[src/rtl/load_store_unit.sv]
// RV32 memory stage: accepts one load/store from execute, runs a single
// word-aligned access on a valid/ready memory port, and returns aligned,
// extended load data to writeback. It flags illegal funct3, misaligned
// addresses and memory timeouts with a one-cycle fault pulse.
module load_store_unit #(
  parameter int unsigned TIMEOUT_CYCLES = 255
) (
  input  logic        clk,
  input  logic        rst,
  input  logic        req_valid,
  output logic        req_ready,
  input  logic        req_we,
  input  logic [2:0]  req_funct3,
  input  logic [31:0] req_addr,
  input  logic [31:0] req_wdata,
  input  logic [4:0]  req_rd,
  output logic        mem_valid,
  input  logic        mem_ready,
  output logic        mem_we,
  output logic [31:0] mem_addr,
  output logic [3:0]  mem_wstrb,
  output logic [31:0] mem_wdata,
  input  logic [31:0] mem_rdata,
  output logic        wb_valid,
  output logic [4:0]  wb_rd,
  output logic [31:0] wb_data,
  output logic        done,
  output logic        fault,
  output logic [1:0]  fault_cause
);

  typedef enum logic [1:0] {
    S_IDLE  = 2'd0,
    S_REQ   = 2'd1,
    S_DONE  = 2'd2,
    S_FAULT = 2'd3
  } state_t;

  localparam logic [31:0] TO_LIM = 32'(TIMEOUT_CYCLES);

  localparam logic [1:0] CAUSE_MISALIGN = 2'b01;
  localparam logic [1:0] CAUSE_ILLEGAL  = 2'b10;
  localparam logic [1:0] CAUSE_TIMEOUT  = 2'b11;

  state_t      state_q;
  logic        req_ready_q;
  logic        we_q;
  logic [2:0]  f3_q;
  logic [1:0]  off_q;
  logic [4:0]  rd_q;
  logic [31:0] cnt_q;
  logic [31:0] cnt_d;

  logic        mem_valid_q;
  logic        mem_we_q;
  logic [31:0] mem_addr_q;
  logic [3:0]  mem_wstrb_q;
  logic [31:0] mem_wdata_q;
  logic        wb_valid_q;
  logic [4:0]  wb_rd_q;
  logic [31:0] wb_data_q;
  logic        done_q;
  logic        fault_q;
  logic [1:0]  fault_cause_q;

  // Loads allow 000/001/010/100/101; stores allow 000/001/010.
  function automatic logic is_illegal(input logic we, input logic [2:0] f3);
    if (we)
      return (f3 >= 3'b011);
    else
      return (f3 == 3'b011) || (f3 == 3'b110) || (f3 == 3'b111);
  endfunction

  // f3[1:0] encodes the access size for both loads and stores.
  function automatic logic is_misaligned(input logic [2:0] f3, input logic [1:0] o);
    case (f3[1:0])
      2'b01:   return o[0];
      2'b10:   return (o != 2'b00);
      default: return 1'b0;
    endcase
  endfunction

  function automatic logic [3:0] store_strobe(input logic [2:0] f3, input logic [1:0] o);
    case (f3[1:0])
      2'b00:   return 4'b0001 << o;
      2'b01:   return 4'b0011 << o;
      default: return 4'b1111;
    endcase
  endfunction

  // Replicate the store operand across lanes so the strobes pick the lane.
  function automatic logic [31:0] store_data(input logic [2:0] f3, input logic [31:0] d);
    case (f3[1:0])
      2'b00:   return {4{d[7:0]}};
      2'b01:   return {2{d[15:0]}};
      default: return d;
    endcase
  endfunction

  // Select the addressed byte/half of the read word and extend it.
  function automatic logic [31:0] load_extend(input logic [2:0] f3, input logic [1:0] o,
                                              input logic [31:0] rdata);
    logic [31:0]        sh;
    logic        [7:0]  b;
    logic        [15:0] h;
    logic signed [31:0] ext;
    sh  = rdata >> {o, 3'b000};
    b   = sh[7:0];
    h   = o[1] ? rdata[31:16] : rdata[15:0];
    case (f3)
      3'b000:  ext = {{24{b[7]}}, b};
      3'b001:  ext = {{16{h[15]}}, h};
      3'b100:  ext = {24'd0, b};
      3'b101:  ext = {16'd0, h};
      default: ext = rdata;
    endcase
    return ext;
  endfunction

  assign cnt_d = cnt_q + 32'd1;

  // Request/response sequencing with all outputs registered.
  always_ff @(posedge clk) begin
    if (rst) begin
      state_q       <= S_IDLE;
      req_ready_q   <= 1'b1;
      we_q          <= 1'b0;
      f3_q          <= 3'b000;
      off_q         <= 2'b00;
      rd_q          <= 5'd0;
      cnt_q         <= 32'd0;
      mem_valid_q   <= 1'b0;
      mem_we_q      <= 1'b0;
      mem_addr_q    <= 32'd0;
      mem_wstrb_q   <= 4'b0000;
      mem_wdata_q   <= 32'd0;
      wb_valid_q    <= 1'b0;
      wb_rd_q       <= 5'd0;
      wb_data_q     <= 32'd0;
      done_q        <= 1'b0;
      fault_q       <= 1'b0;
      fault_cause_q <= 2'b00;
    end else begin
      wb_valid_q <= 1'b0;
      done_q     <= 1'b0;
      fault_q    <= 1'b0;
      case (state_q)
        S_IDLE: begin
          if (req_valid) begin
            req_ready_q <= 1'b0;
            we_q        <= req_we;
            f3_q        <= req_funct3;
            off_q       <= req_addr[1:0];
            rd_q        <= req_rd;
            cnt_q       <= 32'd0;
            if (is_illegal(req_we, req_funct3)) begin
              state_q       <= S_FAULT;
              fault_q       <= 1'b1;
              fault_cause_q <= CAUSE_ILLEGAL;
            end else if (is_misaligned(req_funct3, req_addr[1:0])) begin
              state_q       <= S_FAULT;
              fault_q       <= 1'b1;
              fault_cause_q <= CAUSE_MISALIGN;
            end else begin
              state_q     <= S_REQ;
              mem_valid_q <= 1'b1;
              mem_we_q    <= req_we;
              mem_addr_q  <= {req_addr[31:2], 2'b00};
              mem_wstrb_q <= req_we ? store_strobe(req_funct3, req_addr[1:0]) : 4'b0000;
              mem_wdata_q <= req_we ? store_data(req_funct3, req_wdata) : 32'd0;
            end
          end
        end
        S_REQ: begin
          // A completing handshake takes precedence over the timeout.
          if (mem_ready) begin
            state_q     <= S_DONE;
            mem_valid_q <= 1'b0;
            done_q      <= 1'b1;
            if (!we_q) begin
              wb_valid_q <= 1'b1;
              wb_rd_q    <= rd_q;
              wb_data_q  <= load_extend(f3_q, off_q, mem_rdata);
            end
          end else begin
            cnt_q <= cnt_d;
            if ((TO_LIM != 32'd0) && (cnt_d == TO_LIM)) begin
              state_q       <= S_FAULT;
              mem_valid_q   <= 1'b0;
              fault_q       <= 1'b1;
              fault_cause_q <= CAUSE_TIMEOUT;
            end
          end
        end
        S_DONE, S_FAULT: begin
          state_q     <= S_IDLE;
          req_ready_q <= 1'b1;
        end
        default: begin
          state_q     <= S_IDLE;
          req_ready_q <= 1'b1;
        end
      endcase
    end
  end

  assign req_ready   = req_ready_q;
  assign mem_valid   = mem_valid_q;
  assign mem_we      = mem_we_q;
  assign mem_addr    = mem_addr_q;
  assign mem_wstrb   = mem_wstrb_q;
  assign mem_wdata   = mem_wdata_q;
  assign wb_valid    = wb_valid_q;
  assign wb_rd       = wb_rd_q;
  assign wb_data     = wb_data_q;
  assign done        = done_q;
  assign fault       = fault_q;
  assign fault_cause = fault_cause_q;

endmodule

[config.mk]
export PLATFORM = sky130hd
export DESIGN_NAME = load_store_unit
export DESIGN_NICKNAME = d
export VERILOG_FILES = /design/src/rtl/load_store_unit.sv
export SDC_FILE = /design/constraint.sdc
export NUM_CORES = 1
export LEC_CHECK = 0
export CAP_MARGIN = 30
export CORE_MARGIN = 5
export CORE_UTILIZATION = 51
export CTS_BUF_LIST = sky130_fd_sc_hd__clkbuf_16
export CTS_CLUSTER_SIZE = 28
export DETAILED_ROUTE_END_ITERATION = 8
export MAX_ROUTING_LAYER = met4
export PLACE_DENSITY = 0.85
export SETUP_SLACK_MARGIN = 0.15
export SYNTH_ARGS = -nofsm -noshare
export SYNTH_HDL_FRONTEND = slang
export SYNTH_SLANG_ARGS = --single-unit
[constraint.sdc]
create_clock -name clk -period 4.5 [get_ports clk]
set_clock_uncertainty 0.15 [all_clocks]
set_input_delay 0.9 -clock clk [delete_from_list [all_inputs] [get_ports clk]]
set_output_delay 0.9 -clock clk [all_outputs]
set_load 0.02 [all_outputs]
Word-level counts from Yosys, hierarchy flattened
Index checks and enable logic that the tools add are counted.
{"block": "totals", "register_bits": 156, "latch_bits": 0, "mem_bits_rw": 0, "rom_bits": 0, "in_bits": 109, "memories": 0}
{"block": "classes", "add_sub_neg": 1, "mul": 0, "n_div": 0, "order_cmp": 1, "eq_ne": 19, "n_shift": 3, "muxes": 45, "bitwise_logic": 5, "n_reduce_logical": 19}
{"cell": "$pmux W32 S2", "count": 2}
{"cell": "$pmux W32 S4", "count": 1}
{"cell": "$mux W32", "count": 3}
{"cell": "$add A32 B1 Y32 const B", "count": 1}
{"cell": "$eq A32 B8 Y1 const B", "count": 1}
{"cell": "$shr A32 B5 Y8", "count": 1}
{"cell": "$mux W1", "count": 21}
{"cell": "$mux W2", "count": 9}
{"cell": "$mux W16", "count": 1}
{"cell": "$eq A3 B3 Y1 const B", "count": 4}
{"cell": "$ne A2 B2 Y1 const B", "count": 5}
{"cell": "$reduce_and A5 Y1", "count": 2}
{"cell": "$pmux W1 S2", "count": 4}
{"cell": "$pmux W4 S2", "count": 1}
{"cell": "$eq A2 B2 Y1 const B", "count": 3}
{"cell": "$ne A3 B3 Y1 const B", "count": 2}
{"cell": "$pmux W2 S3", "count": 1}
{"cell": "$reduce_and A2 Y1", "count": 3}
{"cell": "$reduce_and A3 Y1", "count": 2}
{"cell": "$reduce_bool A2 Y1", "count": 3}
{"cell": "$not A1 Y1", "count": 5}
{"cell": "$eq A2 B1 Y1 const B", "count": 2}
{"cell": "$logic_not A2 Y1", "count": 2}
{"cell": "$mux W4", "count": 1}
{"cell": "11 further kinds", "count": 13}

Logic depth before layout (Yosys ltp)
{"block": "depth", "word_depth": 15, "mapped_depth": 11}

Worst setup path before layout
Ideal clock, no wire load.
{"block": "synth_timing", "path_type": "flip-flop to flip-flop", "startpoint": "register cnt_q[13]", "endpoint": "register mem_valid_q, in the netlist mem_valid", "setup_ns": 0.128, "arrival_time_ns": 2.765, "path_slack_ns": 1.457, "stages_incl_launch_ff": 10, "synth_period_minus_slack_ns": 3.043, "path_cell_list": "dfxtp_1 buf_4 nand4_4 or4_1 buf_2 or4_1 xnor2_1 or4b_1 nor4_2 a21oi_1"}
{"block": "synth_between", "elab_chain_len": 4}
{"item": "start, declared", "line": "51", "text": "logic [31:0] cnt_q;"}
{"item": "start signal, assigned", "line": "186", "text": "cnt_q <= cnt_d;"}
{"item": "$add A32 B1 Y32", "line": "120", "text": "assign cnt_d = cnt_q + 32'd1;"}
{"item": "$eq A32 B8 Y1", "line": "187", "text": "if ((TO_LIM != 32'd0) && (cnt_d == TO_LIM)) begin"}
{"item": "$ne A3 B3 Y1 (no source line)"}
{"item": "$reduce_and A5 Y1 (no source line)"}
{"item": "end signal, assigned", "line": "132", "text": "mem_valid_q <= 1'b0;"}
{"item": "end signal, assigned", "line": "178", "text": "mem_valid_q <= 1'b0;"}
{"item": "end signal, assigned", "line": "189", "text": "mem_valid_q <= 1'b0;"}
{"item": "end, declared", "line": "54", "text": "logic mem_valid_q;"}
Every way passes these cells.
A chain may end at the register's enable or synchronous reset.

Worst setup path after layout
{"block": "layout_timing", "startpoint": "register cnt_q[0]", "endpoint": "register fault_cause_q[1], in the netlist fault_cause[1]"}
{"block": "layout_between", "elab_chain_len": 4}
{"item": "$add A32 B1 Y32", "line": "120"}
{"item": "$eq A32 B8 Y1", "line": "187"}
{"item": "$ne A2 B2 Y1 (no source line)"}
{"item": "$reduce_and A5 Y1 (no source line)"}
{"item": "end signal, assigned", "line": "142", "text": "fault_cause_q <= 2'b00;"}
{"item": "end signal, assigned", "line": "159", "text": "fault_cause_q <= CAUSE_ILLEGAL;"}
{"item": "end signal, assigned", "line": "191", "text": "fault_cause_q <= CAUSE_TIMEOUT;"}
{"item": "end, declared", "line": "64", "text": "logic [1:0] fault_cause_q;"}
Every way passes these cells.

==> key figures <==
Detailed routing
  – Vias per cell: 5.777
  – DRT iter0 DRCs: 773
  – Post-route ant nets: 0
  – Routed len/inst: 17.35 µm
  – Met2 Wirelength: 11.21 mm
  – DRT met1 WL: 9.649 mm
  – DR vias: 7,949
  – Final WL: 23.87 mm
  – Drt pass-1 iters: 5
  – Residual DRC: 0
  – Highest metal used: met4
  – Met3 WL post-DR: 2.310 mm

Synth
  – Main synth FF type: dfxtp_1
  – Post-synth ARST share: 0%
  – Seq cells post-synth: 156
  – Largest cells by area after synthesis: dfxtp_1, nand2_1, a21oi_1
  – Post-synth EDFFs: 0
  – Syn Inst Count: 1,015
  – Unique masters post-synth: 57
  – Top-count cell post-synth: nand2_1
  – Yosys warnings: 0
  – Synth Area per Inst: 7.401 µm²
  – Post-Syn Area: 7512 µm²
  – Commonest cells in the netlist: nand2_1, dfxtp_1, a21oi_1
  – Share of the synthesized area in the top cell type: 41.57%
  – Post-synthesis sequential area ratio: 41.57%
  – Area leader, netlist: dfxtp_1

STA
  – Peak Freq: 288.2 MHz
  – Period utilization: 77.10%
  – Fin. max-slew vios: 0
  – Fin. Hold Viols: 0
  – RSZ-0062 raised after global routing: no
  – Crit path time final: 3.470 ns
  – Worst Tran Pin Value: 0.9881 ns
  – Hold WS: 0.3036 ns
  – Setup_tns: 0 ns
  – Slew HR: 33.99%
  – Setup ws final: 1.030 ns
  – Setup violators final: 0

Floorplan
  – Die height: 131.4 µm
  – IO Count: 222
  – Row count: 44
  – Die ar.: 17,260 µm²
  – Core area: 14,480 µm²
  – Starting density of the core: 51.88%
  – Die Wd: 131.4 µm

Clock tree
  – Worst skew pair latency: 0.43 ns
  – Cts hold-fix bufs: 0
  – TritonCTS Buffers: 17
  – Clk sinks: 156
  – CTS Buffer Depth: 2
  – TritonCTS clock tree: built
  – H-tree depth: 4
  – Post_cts resized: 0
  – Clock Pin Slew Worst Setup and Hold Paths: 0.07 ns
  – Root buffer cell: clkbuf_16
  – Postcts setup bufs: 0

GRT
  – Total gr overflow: 0
  – Global Route Usage Sum: 27.02%
  – First-pass GRT wire length: 37.69 mm
  – Maximum number of pins on one net before global-route repair: 89
  – Initial antenna violation count: 0
  – Vias in the first global route: 7,352

Critical path
  – WP data required: 4.69 ns
  – CP delay by family, top: simple AND/OR/NAND/NOR gates
  – Critical path cell sequence: ha_1 -> and3_1 -> and3_1 -> and3_1 -> a31oi_1 -> a311o_1 -> or4_1 -> o31ai_1
  – Worst path most repeated cell: and3_1
  – Slowest cell delay on critical path: 0.58 ns
  – CP Buf/Inv Count: 0
  – Crit Path Category: flop to flop
  – CP Launch Type: flop
  – Worst path arrival time: 3.66 ns
  – Worst path slowest cell: and3_1
  – CP max FO: 16
  – Type of element capturing the critical path: flop

Power
  – Pleak: 3.590 nW
  – Final Total Pwr: 3.316 mW
  – Pwr Density: 324.5 nW/µm²
  – Maximum vdd drop: 0.2745 mV

Placement
  – DP HPWL: 16.58 mm
  – Buffers on Ports: 219
  – Pre-CTS setup slack: 0.9845 ns
  – Routability Congestion: 0.9335

Layout
  – Fin nets: 1,295
  – Fin util: 70.58%
  – P&R area growth vs syn: 36.03%
  – Filler Cell Count: 1,184
  – Total inserted antenna cells: 0
  – Layout cells sized above 1: 4.866%

Hold path
  – Hold WC Path Type: flop to flop

Run
  – Total of max-cap violations: 0

Outcome
  – Outcome: completed
==> state kept, by name (all words and copies together) (netlist names) <==
register     cells
mem_addr        30
cnt_q           32
state_q          2
f3_q             3
done             1
fault            1
mem_wstrb        4
wb_rd            5
mem_wdata       32
req_ready        1
wb_valid         1
we_q             1
wb_data         32
fault_cause      2
mem_valid        1
rd_q             5
mem_we           1
off_q            2
==> stage by stage <==
step                      cells  instance area, µm²
after CTS                  1376               10220
after global routing       1376               10220
after global placement     1345                9713
final                      1376               10220
after floorplan            1016                7516
after detailed placement   1345                9713
==> cell families after synthesis <==
logic type | synth area share, %
simple gates | 25.87
compound gates | 24.08
flops | 41.57
buf+inv | 5.430
xor+xnor | 1.283
fa+ha+maj | 0.9993
mux | 0.7162
other cells | 0.04992
==> worst register-to-register path, cell delays in order, from the launching register on <==
cell     delay (ns)
dfxtp_1        0.50
ha_1           0.36
and3_1         0.34
and3_1         0.58
and3_1         0.29
a31oi_1        0.12
a311o_1        0.33
or4_1          0.47
o31ai_1        0.24
==> layer usage <==
layer | vias up | track usage, %
met5 | - | -
li1 | 3871 | -
met4 | 0 | 10.06
met3 | 51 | 6.843
met1 | 3661 | 33.35
met2 | 366 | 42.83
==> final timing paths <==
check                from        endpoint  slack, ns  depth (start not counted)
min          mem_addr[20]    mem_addr[20]       0.30                          2
max reg2reg      cnt_q[0]  fault_cause[1]       1.03                          8
min reg2reg  mem_addr[20]    mem_addr[20]       0.30                          2
max              cnt_q[0]  fault_cause[1]       1.03                          8
==> placed cells by master (no fill, tap or decap), types with 3 or more instances in the layout <==
master           synthesis  final
o2111ai_1                7      7
clkbuf_16                0     17
o21ai_0                 36     36
nand2b_1                12     12
nor2_1                 129    127
clkinv_2                 0      3
and4_1                   5      5
a311oi_1                10     10
o22a_1                   7      7
clkdlybuf4s50_1          0    218
xnor2_1                  8      8
a22oi_1                 35     35
nor3_1                  14     14
buf_4                    4     14
and3_1                   8      8
dfxtp_1                156    156
xor2_1                   3      3
a31oi_1                  5      5
clkinv_1                 0      4
inv_6                    0      4
or4_1                    4      4
or3_1                    4      4
a21oi_1                143    143
nand4_1                 12     12
nor2b_1                  4      4
nand3b_1                 3      3
or2_2                    8      8
a211oi_1                29     29
inv_1                   16     18
nand2_1                200    199
ha_1                     6      6
nand3_1                 19     19
nor4_1                   8      8
==> area by class of cell <==
cell class	instances	area, µm²	share of cell area [%]
well taps	184	230.2	2.253
inverters	16	60.06	0.5877
multi-input cells	756	3993	39.07
flip-flops and latches	156	3123	30.56
clock buffers	17	425.4	4.163
repair buffers	233	2307	22.58
clock inverters	14	80.08	0.7836
==> where the power goes <==
group	leakage, nW	total (mW)	switching (mW)	internal, mW
registers	1.27	1.48	0.0374	1.44
logic	2.07	0.581	0.323	0.258
clock network	0.256	1.26	0.568	0.692
total	3.59	3.32	0.928	2.39
No activity file was read; power rests on OpenSTA's default activity.
